`config.mk`:
```
export PLATFORM = sky130hd
export DESIGN_NAME = multicycle_control_flat
export DESIGN_NICKNAME = d
export VERILOG_FILES = /design/src/rtl/multicycle_control_if.sv /design/src/rtl/multicycle_control.sv /design/src/flat_wrapper.sv
export SDC_FILE = /design/constraint.sdc
export NUM_CORES = 1
export LEC_CHECK = 0
export ABC_AREA = 1
export CORE_MARGIN = 10
export CORE_UTILIZATION = 38
export CTS_CLUSTER_SIZE = 28
export DETAILED_ROUTE_END_ITERATION = 8
export SLEW_MARGIN = 20
export SYNTH_ARGS = -nofsm -noshare
export SYNTH_HDL_FRONTEND = slang
export SYNTH_SLANG_ARGS = --single-unit
```
`constraint.sdc`:
```
create_clock -name clk -period 2.33 [get_ports clk]
set_input_delay 0.466 -clock clk [delete_from_list [all_inputs] [get_ports clk]]
set_output_delay 0.466 -clock clk [all_outputs]
set_load 0.01 [all_outputs]
```
`src/rtl/multicycle_control_if.sv`:
```
// Control bundle between the multi-cycle MIPS control FSM and the IR/datapath.
// The controller drives through 'master'; the datapath side uses 'slave'.
interface multicycle_control_if #(
    parameter int OPCODE_W = 6,
    parameter int FUNCT_W  = 6
);
    logic [OPCODE_W-1:0] opcode;
    logic [FUNCT_W-1:0]  funct;
    logic                mem_ready;
    logic                pc_write;
    logic                pc_write_cond;
    logic                ir_write;
    logic                i_or_d;
    logic                mem_read;
    logic                mem_write;
    logic                mem_to_reg;
    logic [1:0]          alu_op;
    logic                alu_src_a;
    logic [1:0]          alu_src_b;
    logic                reg_write;
    logic                reg_dst;
    logic [1:0]          pc_src;
    logic                exception;
    logic [1:0]          exc_cause;
    logic [3:0]          state;

    modport master (
        input  opcode, funct, mem_ready,
        output pc_write, pc_write_cond, ir_write, i_or_d, mem_read, mem_write,
               mem_to_reg, alu_op, alu_src_a, alu_src_b, reg_write, reg_dst,
               pc_src, exception, exc_cause, state
    );

    modport slave (
        output opcode, funct, mem_ready,
        input  pc_write, pc_write_cond, ir_write, i_or_d, mem_read, mem_write,
               mem_to_reg, alu_op, alu_src_a, alu_src_b, reg_write, reg_dst,
               pc_src, exception, exc_cause, state
    );
endinterface

```
`src/rtl/multicycle_control.sv`:
```
// Multi-cycle MIPS control FSM: FETCH/DECODE/EXEC/MEM/WB sequencing with a
// bounded memory-ready wait and precise illegal-opcode / timeout exceptions.
module multicycle_control #(
    parameter int OPCODE_W = 6,
    parameter int FUNCT_W  = 6,
    parameter int WAIT_MAX = 15,
    parameter int CNT_W    = 8
) (
    input  logic clk,
    input  logic rst_n,
    multicycle_control_if.master bus
);

    typedef enum logic [3:0] {
        RST      = 4'd0,
        FETCH    = 4'd1,
        DECODE   = 4'd2,
        EXEC_R   = 4'd3,
        WB_R     = 4'd4,
        EXEC_I   = 4'd5,
        WB_I     = 4'd6,
        MEM_ADDR = 4'd7,
        MEM_RD   = 4'd8,
        WB_MEM   = 4'd9,
        MEM_WR   = 4'd10,
        BRANCH   = 4'd11,
        JUMP     = 4'd12,
        JR       = 4'd13,
        EXC      = 4'd14
    } state_e;

    typedef struct packed {
        logic       pcWrite;
        logic       pcWriteCond;
        logic       iOrD;
        logic       memRead;
        logic       memWrite;
        logic       memToReg;
        logic [1:0] aluOp;
        logic       aluSrcA;
        logic [1:0] aluSrcB;
        logic       regWrite;
        logic       regDst;
        logic [1:0] pcSrc;
        logic       exception;
    } ctrl_t;

    localparam logic [OPCODE_W-1:0] OP_RTYPE = OPCODE_W'(0);
    localparam logic [OPCODE_W-1:0] OP_J     = OPCODE_W'(2);
    localparam logic [OPCODE_W-1:0] OP_BEQ   = OPCODE_W'(4);
    localparam logic [OPCODE_W-1:0] OP_BNE   = OPCODE_W'(5);
    localparam logic [OPCODE_W-1:0] OP_ADDI  = OPCODE_W'(8);
    localparam logic [OPCODE_W-1:0] OP_SLTI  = OPCODE_W'(10);
    localparam logic [OPCODE_W-1:0] OP_SLTIU = OPCODE_W'(11);
    localparam logic [OPCODE_W-1:0] OP_ANDI  = OPCODE_W'(12);
    localparam logic [OPCODE_W-1:0] OP_ORI   = OPCODE_W'(13);
    localparam logic [OPCODE_W-1:0] OP_LUI   = OPCODE_W'(15);
    localparam logic [OPCODE_W-1:0] OP_LW    = OPCODE_W'(35);
    localparam logic [OPCODE_W-1:0] OP_LBU   = OPCODE_W'(36);
    localparam logic [OPCODE_W-1:0] OP_LHU   = OPCODE_W'(37);
    localparam logic [OPCODE_W-1:0] OP_SB    = OPCODE_W'(40);
    localparam logic [OPCODE_W-1:0] OP_SH    = OPCODE_W'(41);
    localparam logic [OPCODE_W-1:0] OP_SW    = OPCODE_W'(43);
    localparam logic [FUNCT_W-1:0]  FN_JR    = FUNCT_W'(8);
    localparam logic [CNT_W-1:0]    WAIT_LIMIT = CNT_W'(WAIT_MAX);

    state_e           state_q, state_d;
    logic [CNT_W-1:0] waitCnt_q, waitCnt_d;
    logic [1:0]       cause_q, cause_d;
    ctrl_t            ctrl_q;
    logic             isLoad, isStore, fetchDone;

    function automatic ctrl_t decodeState(input state_e s);
        ctrl_t c;
        c = '0;
        case (s)
            FETCH:    begin c.memRead = 1'b1; c.aluSrcB = 2'b01; end
            DECODE:   c.aluSrcB = 2'b11;
            EXEC_R:   begin c.aluSrcA = 1'b1; c.aluOp = 2'b10; end
            WB_R:     begin c.regWrite = 1'b1; c.regDst = 1'b1; end
            EXEC_I:   begin c.aluSrcA = 1'b1; c.aluSrcB = 2'b10; c.aluOp = 2'b11; end
            WB_I:     c.regWrite = 1'b1;
            MEM_ADDR: begin c.aluSrcA = 1'b1; c.aluSrcB = 2'b10; end
            MEM_RD:   begin c.memRead = 1'b1; c.iOrD = 1'b1; end
            WB_MEM:   begin c.regWrite = 1'b1; c.memToReg = 1'b1; end
            MEM_WR:   begin c.memWrite = 1'b1; c.iOrD = 1'b1; end
            BRANCH:   begin
                c.aluSrcA = 1'b1; c.aluOp = 2'b01;
                c.pcWriteCond = 1'b1; c.pcSrc = 2'b01;
            end
            JUMP:     begin c.pcWrite = 1'b1; c.pcSrc = 2'b10; end
            JR:       begin c.aluSrcA = 1'b1; c.pcWrite = 1'b1; end
            EXC:      begin c.exception = 1'b1; c.pcWrite = 1'b1; c.pcSrc = 2'b11; end
            default:  c = '0;
        endcase
        return c;
    endfunction

    assign isLoad  = bus.opcode inside {OP_LW, OP_LBU, OP_LHU};
    assign isStore = bus.opcode inside {OP_SB, OP_SH, OP_SW};

    // The wait states share one policy: a ready in the cycle the counter sits at
    // WAIT_MAX still completes; only a missing ready at that point times out.
    always_comb begin
        state_d   = state_q;
        waitCnt_d = waitCnt_q;
        cause_d   = cause_q;
        case (state_q)
            RST:      state_d = FETCH;
            FETCH, MEM_RD, MEM_WR: begin
                if (bus.mem_ready) begin
                    if (state_q == FETCH)       state_d = DECODE;
                    else if (state_q == MEM_RD) state_d = WB_MEM;
                    else                        state_d = FETCH;
                end else if (waitCnt_q == WAIT_LIMIT) begin
                    state_d = EXC;
                    cause_d = 2'b10;
                end else begin
                    waitCnt_d = waitCnt_q + CNT_W'(1);
                end
            end
            DECODE: begin
                if (bus.opcode == OP_RTYPE && bus.funct == FN_JR)   state_d = JR;
                else if (bus.opcode == OP_RTYPE)                    state_d = EXEC_R;
                else if (bus.opcode inside {OP_ADDI, OP_SLTI, OP_SLTIU,
                                            OP_ANDI, OP_ORI, OP_LUI}) state_d = EXEC_I;
                else if (isLoad || isStore)                         state_d = MEM_ADDR;
                else if (bus.opcode == OP_BEQ || bus.opcode == OP_BNE) state_d = BRANCH;
                else if (bus.opcode == OP_J)                        state_d = JUMP;
                else begin
                    state_d = EXC;
                    cause_d = 2'b01;
                end
            end
            EXEC_R:   state_d = WB_R;
            EXEC_I:   state_d = WB_I;
            MEM_ADDR: state_d = isLoad ? MEM_RD : MEM_WR;
            default:  state_d = FETCH;
        endcase
        if (state_d != state_q && (state_d == FETCH || state_d == MEM_RD || state_d == MEM_WR))
            waitCnt_d = '0;
    end

    // Outputs are registered from the next state so they line up with state_q.
    always_ff @(posedge clk or negedge rst_n) begin
        if (!rst_n) begin
            state_q   <= RST;
            waitCnt_q <= '0;
            cause_q   <= 2'b00;
            ctrl_q    <= '0;
        end else begin
            state_q   <= state_d;
            waitCnt_q <= waitCnt_d;
            cause_q   <= cause_d;
            ctrl_q    <= decodeState(state_d);
        end
    end

    assign fetchDone = (state_q == FETCH) && bus.mem_ready;

    assign bus.pc_write      = ctrl_q.pcWrite | fetchDone;
    assign bus.ir_write      = fetchDone;
    assign bus.pc_write_cond = ctrl_q.pcWriteCond;
    assign bus.i_or_d        = ctrl_q.iOrD;
    assign bus.mem_read      = ctrl_q.memRead;
    assign bus.mem_write     = ctrl_q.memWrite;
    assign bus.mem_to_reg    = ctrl_q.memToReg;
    assign bus.alu_op        = ctrl_q.aluOp;
    assign bus.alu_src_a     = ctrl_q.aluSrcA;
    assign bus.alu_src_b     = ctrl_q.aluSrcB;
    assign bus.reg_write     = ctrl_q.regWrite;
    assign bus.reg_dst       = ctrl_q.regDst;
    assign bus.pc_src        = ctrl_q.pcSrc;
    assign bus.exception     = ctrl_q.exception;
    assign bus.exc_cause     = cause_q;
    assign bus.state         = state_q;

endmodule
```
`src/flat_wrapper.sv`:
```
// flat-port wrapper written by rule: the top's interface ports become plain ports
module multicycle_control_flat 
#(
    parameter int OPCODE_W = 6,
    parameter int FUNCT_W  = 6,
    parameter int WAIT_MAX = 15,
    parameter int CNT_W    = 8
)
  (clk, rst_n, bus_opcode, bus_funct, bus_mem_ready, bus_pc_write, bus_pc_write_cond, bus_ir_write, bus_i_or_d, bus_mem_read, bus_mem_write, bus_mem_to_reg, bus_alu_op, bus_alu_src_a, bus_alu_src_b, bus_reg_write, bus_reg_dst, bus_pc_src, bus_exception, bus_exc_cause, bus_state);
  multicycle_control_if #(.OPCODE_W(OPCODE_W), .FUNCT_W(FUNCT_W)) bus_i ();
  input  logic clk;
  input  logic rst_n;
  input wire logic [$bits(bus_i.opcode)-1:0] bus_opcode;
  input wire logic [$bits(bus_i.funct)-1:0] bus_funct;
  input wire logic [$bits(bus_i.mem_ready)-1:0] bus_mem_ready;
  output wire logic [$bits(bus_i.pc_write)-1:0] bus_pc_write;
  output wire logic [$bits(bus_i.pc_write_cond)-1:0] bus_pc_write_cond;
  output wire logic [$bits(bus_i.ir_write)-1:0] bus_ir_write;
  output wire logic [$bits(bus_i.i_or_d)-1:0] bus_i_or_d;
  output wire logic [$bits(bus_i.mem_read)-1:0] bus_mem_read;
  output wire logic [$bits(bus_i.mem_write)-1:0] bus_mem_write;
  output wire logic [$bits(bus_i.mem_to_reg)-1:0] bus_mem_to_reg;
  output wire logic [$bits(bus_i.alu_op)-1:0] bus_alu_op;
  output wire logic [$bits(bus_i.alu_src_a)-1:0] bus_alu_src_a;
  output wire logic [$bits(bus_i.alu_src_b)-1:0] bus_alu_src_b;
  output wire logic [$bits(bus_i.reg_write)-1:0] bus_reg_write;
  output wire logic [$bits(bus_i.reg_dst)-1:0] bus_reg_dst;
  output wire logic [$bits(bus_i.pc_src)-1:0] bus_pc_src;
  output wire logic [$bits(bus_i.exception)-1:0] bus_exception;
  output wire logic [$bits(bus_i.exc_cause)-1:0] bus_exc_cause;
  output wire logic [$bits(bus_i.state)-1:0] bus_state;
  assign bus_i.opcode = bus_opcode;
  assign bus_i.funct = bus_funct;
  assign bus_i.mem_ready = bus_mem_ready;
  assign bus_pc_write = bus_i.pc_write;
  assign bus_pc_write_cond = bus_i.pc_write_cond;
  assign bus_ir_write = bus_i.ir_write;
  assign bus_i_or_d = bus_i.i_or_d;
  assign bus_mem_read = bus_i.mem_read;
  assign bus_mem_write = bus_i.mem_write;
  assign bus_mem_to_reg = bus_i.mem_to_reg;
  assign bus_alu_op = bus_i.alu_op;
  assign bus_alu_src_a = bus_i.alu_src_a;
  assign bus_alu_src_b = bus_i.alu_src_b;
  assign bus_reg_write = bus_i.reg_write;
  assign bus_reg_dst = bus_i.reg_dst;
  assign bus_pc_src = bus_i.pc_src;
  assign bus_exception = bus_i.exception;
  assign bus_exc_cause = bus_i.exc_cause;
  assign bus_state = bus_i.state;
  multicycle_control #(.OPCODE_W(OPCODE_W), .FUNCT_W(FUNCT_W), .WAIT_MAX(WAIT_MAX), .CNT_W(CNT_W)) u_core (.clk(clk), .rst_n(rst_n), .bus(bus_i));
endmodule
```
==> out/summary.txt, run 1 <==
Final Setup Violations: 0
Setup Skew: 5.58 ps
Clock Sinks: 30
Reg power frac: 0.288
Clock Latency Late Sink: 280 ps
# IOs: 38
CTS HTree Levels: 2
Initial Utilization: 0.397
Cell variety after synth: 30
Initial DRC count: 50
Max VDD drop: 0.000462 V
Cells after Synth: 213
Die W: 87.9 um
Via count of the first global-routing pass: 1444
Die Ht: 87.9 um
Internal Pwr Total: 1470 uW
Setup TNS: 0 ps
Max-capacitance violation count: 0
Post-Synth XOR/XNOR Area: 0.0300
GR Overflow Total: 0
Combinational Power Share: 0.549
Most frequent cells in the layout: 40 x nand2_1, 35 x clkdlybuf4s50_1, 28 x dfrtp_1, 27 x inv_1, 25 x nor2_1
Slowest-stage cell, CP: dfrtp_2
CTS tree: done
Post-synth top area share: 0.429
Clk pin slew, worst setup/hold paths: 60 ps
CP endpoint kind: primary output
Via count: 1465
Kind of critical path: reg -> out
WP data arrival: 1650 ps
Fin area: 2300 sq um
Initial antenna violation count: 0
Cell taking the most area after synthesis: dfrtp_1
Placed Instance Area: 2200 sq um
Most flops, register: u_core.waitCnt_q
Setup bufs post-CTS: 0
Max Slew Vio Count: 0
Routability cong.: 0.808
Pwr per Cell Area: 1130 nW/um^2
Num rows: 24
Seq/Total Area, Yosys: 0.429
CP Max Fanout: 6
Die ar.: 7720 sq um
Max incr delay on CP: 450 ps
Least-Margin Pin Slew: 370 ps
Net load switching power: 1130 uW
Clock share of power: 0.163
Final #Nets: 275
FF+latch count, synth: 30
Main combinational cell family by area after synthesis: simple AND/OR/NAND/NOR gates
Final Hold Fails: 0
Wirelength per Cell: 12.0 um
DP HPWL: 3030 um
Total routed wirelength: 3740 um
Status: finished clean
Longest Clk Path Bufs: 2
Commonest non-fill, non-tap cell in the layout: nand2_1
Fmax: 471 MHz
Sw Ratio: 0.434
Layout cells sized above 1: 0.212
Synth Net Count: 229
CTS root buffer: clkbuf_8
Hold WS: 506 ps
Adder and majority gate portion of the synthesized area: 0.00715
GRT Total Usage: 0.106
Lkg Pwr: 0.00117 uW
Largest net degree at the start of global routing: 31
Slew HR: 0.754
YS warnings: 0
Post-Syn Area: 1750 sq um
Max reg flops: 8
Area delta synth->final: 31.5%
Critical Path Start Type: flip-flop
Mux cell area share after synthesis: 0
Required time of the critical path: 1860 ps
Cell Chain, Critical Path: inv_2 -> nor2_2 -> nand2_1 -> nor2_4 -> or2_2 -> dlygate4sd2_1
DR pass1 iterations: 4
Global-route wire length before repair: 6580 um
Post-route ant nets: 0
R2r setup slk: 440 ps
Post-synthesis compound-gate area fraction: 0.0543
Synth area leaders: dfrtp_1 43%, nand2_1 8.6%, inv_1 5.8%
Fillers: 424
Hold Path Class: reg -> reg
Syn Area/Cell: 8.22 sq um
RSZ-0062 raised after global routing: false
CORE AREA: 4410 sq um
Vias per cell: 4.70
CTS Buf Count: 5
Fin crit period: 2120 ps
Buffers on Ports: 37
Simple-gate portion of the synthesized area: 0.381
DRC: 0
Final period util: 0.910
Antenna Cells: 0
-- worst paths after layout --
check / startpoint / end / depth (start not counted)
min in group asynchronous: rst_n / u_core.bus.exc_cause[0]$_DFFE_PN0P_ / 2
max: u_core.bus.state[0]$_DFF_PN0_ / bus_pc_write / 6
min reg2reg: u_core.bus.exc_cause[1]$_DFFE_PN0P_ / u_core.bus.exc_cause[1]$_DFFE_PN0P_ / 2
max in group asynchronous: rst_n / u_core.bus.state[0]$_DFF_PN0_ / 2
min: u_core.bus.exc_cause[1]$_DFFE_PN0P_ / u_core.bus.exc_cause[1]$_DFFE_PN0P_ / 2
max reg2reg: u_core.waitCnt_q[1]$_DFFE_PN0P_ / u_core.waitCnt_q[6]$_DFFE_PN0P_ / 12
-- logic make-up (layout without fill, tap and decap cells) --
kind of cell	Yosys count	in the layout
fa+ha+maj	1	1
flops	30	30
xor+xnor	6	6
compound gates	15	15
simple gates	122	122
buf+inv	39	86
-- critical path: cells and delay by family, from the launching register on --
kind / cells / cell delay, ps
DFF: 1 / 450
buffers and inverters: 2 / 410
and+or+nand+nor: 4 / 520
-- power groups by stage --
stage	logic (uW)	clock network, uW	registers (uW)
after floorplan	910	0	787
after detailed placement	1450	0	751
after global placement	1440	0	757
final	1430	422	749
after global routing	1590	458	765
after CTS	1450	437	749
-- metal layers --
| layer | up-vias | wire length, um | GRT usage |
|---|---|---|---|
| li1 | 765 | - | - |
| met1 | 663 | 1890 | 0.142 |
| met2 | 30 | 1580 | 0.155 |
| met3 | 7 | 191 | 0.0260 |
| met4 | 0 | 76 | 0.0522 |
| met5 | - | 0 | 0 |
-- per-stage QoR --
step	utilization	instances	setup WS, ps	power, uW
CTS	0.521	312	92.2	2640
floorplan	-	213	628	1700
finish	0.521	312	209	2600
global route	0.521	312	43.0	2810
detailed placement	0.499	304	-41.6	2200
global placement	0.499	304	-19.1	2200
-- area by class of cell --
| type | count | area [sq um] | share of cell area |
|---|---|---|---|
| repair buffers | 45 | 432 | 0.188 |
| well taps | 52 | 65.1 | 0.0283 |
| clock buffers | 7 | 86.3 | 0.0375 |
| clock inverters | 1 | 5.00 | 0.00218 |
| multi-input cells | 144 | 832 | 0.362 |
| flip-flops and latches | 30 | 753 | 0.327 |
| inverters | 33 | 128 | 0.0555 |
-- cell usage after synthesis --
library cell,number
nor2_2,8
nor3_1,2
xnor2_1,1
inv_4,1
clkinv_2,1
ha_1,1
dfrtp_1,30
o21ai_2,1
nand3b_1,1
nand3_2,3
nand4_1,9
nand3_4,3
or2_2,1
o21ai_1,3
o31ai_1,1
xor2_1,5
a21oi_1,3
nor2_1,25
a21oi_2,3
inv_2,4
nand2_2,4
a21boi_1,1
nand2_4,4
nor3_2,1
buf_4,6
o21ai_0,3
nand2_1,40
nor2_4,4
nand3_1,17
inv_1,27
-- repair_timing --
item	4_1_cts	5_1_grt
gates cloned	0	0
setup endpoints to repair	1	1
hold buffers	0	0
gates resized for setup	4	1
endpoints found under the hold margin	0	0
No activity file was read; power rests on OpenSTA's default activity.
==> inputs of run 2 (changes only) <==
CORE_MARGIN = 2   (was 10)
CORE_UTILIZATION = 26   (was 38)
GPL_ROUTABILITY_DRIVEN = 0   (was default)
==> run 2 against run 1 <==
Die area shrank 4.1%. First-iteration DRC count grew 60%. Sequential cell count did not move. Cell area increased by 2.6%. Final cell count rose by 8.7%. Critical path depth increased by 8. Sequential power increased by 3.1%. Combinational power is 3% higher. Utilization decreased by 15 points. Clock skew about the same. Critical path type is now in -> reg. Largest cell class unchanged. Highest routed layer unchanged.
==> out/summary.txt, run 2 (synthesis gave the netlist of run 1 again) <==
Placed Instance Area: 2240 sq um
Inst Count DP: 330
Antenna Cells: 0
Required time of the critical path: 2500 ps
Vias per cell: 4.42
Clock Latency Late Sink: 280 ps
DRC: 0
Final #Nets: 277
Clk pin slew, worst setup/hold paths: 60 ps
Commonest non-fill, non-tap cell in the layout: nand2_1
Via count: 1498
Buffers on Ports: 37
Lkg Pwr: 0.00119 uW
CTS HTree Levels: 2
Final period util: 0.884
Fillers: 670
WP data arrival: 2230 ps
Die ar.: 7400 sq um
Num rows: 29
Fin crit period: 2060 ps
Die Ht: 86.1 um
Pwr per Cell Area: 1130 nW/um^2
CTS Buf Count: 5
Critical Path Start Type: input port
Final Hold Fails: 0
CORE AREA: 6420 sq um
Initial DRC count: 80
CTS root buffer: clkbuf_8
Die W: 86.1 um
Hold Path Class: reg -> reg
Setup Skew: 5.23 ps
Largest net degree at the start of global routing: 31
Cell Chain, Critical Path: clkdlybuf4s50_1 -> inv_1 -> nand3_1 -> nand2_1 -> nor2_1 -> nor2_1 -> nand3_1 -> nand2_1 -> nand2_4 -> nor2_2 -> nand2_4 -> nand3_4 -> nand3_1 -> nand2_1
Initial Utilization: 0.273
Fmax: 486 MHz
Fin cells: 339
Slowest-stage cell, CP: clkdlybuf4s50_1
Total routed wirelength: 3880 um
Max Slew Vio Count: 0
Area delta synth->final: 34.8%
Clock Sinks: 30
Max incr delay on CP: 570 ps
Least-Margin Pin Slew: 370 ps
CP Max Fanout: 8
Most frequent cells in the layout: 40 x nand2_1, 35 x clkdlybuf4s50_1, 27 x inv_1, 27 x dfrtp_1, 25 x nor2_1
GRT Total Usage: 0.116
Register area: 754 sq um
CTS Hold Bufs: 0
Fin area: 2360 sq um
GR Overflow Total: 0
CTS tree: done
Post-route ant nets: 0
Longest Clk Path Bufs: 2
Hold WS: 534 ps
Kind of critical path: in -> reg
Max VDD drop: 0.000338 V
Multi-input logic area: 837 sq um
Initial antenna violation count: 0
Status: finished clean
Via count of the first global-routing pass: 1518
Final Setup Violations: 0
DP HPWL: 3050 um
Global-route wire length before repair: 6840 um
Slew HR: 0.753
DR pass1 iterations: 4
# IOs: 38
Most flops, register: u_core.waitCnt_q
Wirelength per Cell: 11.5 um
RSZ-0062 raised after global routing: false
Layout cells sized above 1: 0.221
Max reg flops: 8
Max-capacitance violation count: 0
CP endpoint kind: flip-flop
## run 2: worst max-delay path, delay by kind of cell
family	cells	cell delay [ps]
AND/OR/NAND/NOR	12	1090
buffers and inverters	2	670
## run 2: layer usage
metal,global-route usage,part of all wire,vias up
li1,-,-,765
met1,0.146,0.46,686
met2,0.188,0.46,39
met3,0.0298,0.064,8
met4,0.0476,0.021,0
met5,0,0,-
## run 2: path summary, 6_finish.rpt
kind                                                           from                             endpoint  slack, ps  cells after the start
worst max-delay path                                  bus_opcode[1]      u_core.waitCnt_q[4]$_DFFE_PN0P_        270                     14
worst min-delay path            u_core.bus.exc_cause[1]$_DFFE_PN0P_  u_core.bus.exc_cause[1]$_DFFE_PN0P_        530                      2
worst max register to register        u_core.bus.state[0]$_DFF_PN0_      u_core.waitCnt_q[4]$_DFFE_PN0P_        430                     14
worst min register to register  u_core.bus.exc_cause[1]$_DFFE_PN0P_  u_core.bus.exc_cause[1]$_DFFE_PN0P_        530                      2
max in group asynchronous                                     rst_n        u_core.bus.state[0]$_DFF_PN0_       1460                      2
min in group asynchronous                                     rst_n      u_core.waitCnt_q[1]$_DFFE_PN0P_        570                      2
## run 2: final cells by class
cell class                      instances  share of cell area
Clock inverter                          1             0.00212
Inverter                               33              0.0551
Tap cell                               77              0.0408
Sequential cell                        30               0.320
Clock buffer                            7              0.0366
Multi-Input combinational cell        144               0.355
Timing Repair Buffer                   47               0.191
## run 2: per-stage QoR
step / power [uW] / setup slack [ps] / utilization / setup TNS (ps)
4_1_cts: 2680 / 8.91 / 0.365 / 0
2_1_floorplan: 1700 / 628 / - / 0
5_1_grt: 2900 / 50.6 / 0.367 / 0
6_report: 2660 / 271 / 0.367 / 0
3_5_place_dp: 2230 / -19.1 / 0.349 / -61.4
3_3_place_gp: 2210 / -24.0 / 0.349 / -25.9
## run 2: what timing repair did
action / 4_1_cts / 5_1_grt
buffers inserted: 0 / 1
gates resized for setup: 4 / 4
endpoints found under the setup margin: 2 / 2
cloned: 0 / 0
## run 2: report_power, final
group          internal (uW)  leakage [uW]  switching (uW)
registers                664      0.000399             108
logic                    610      0.000742             856
clock network            238     0.0000482             186
total                   1510       0.00119            1150
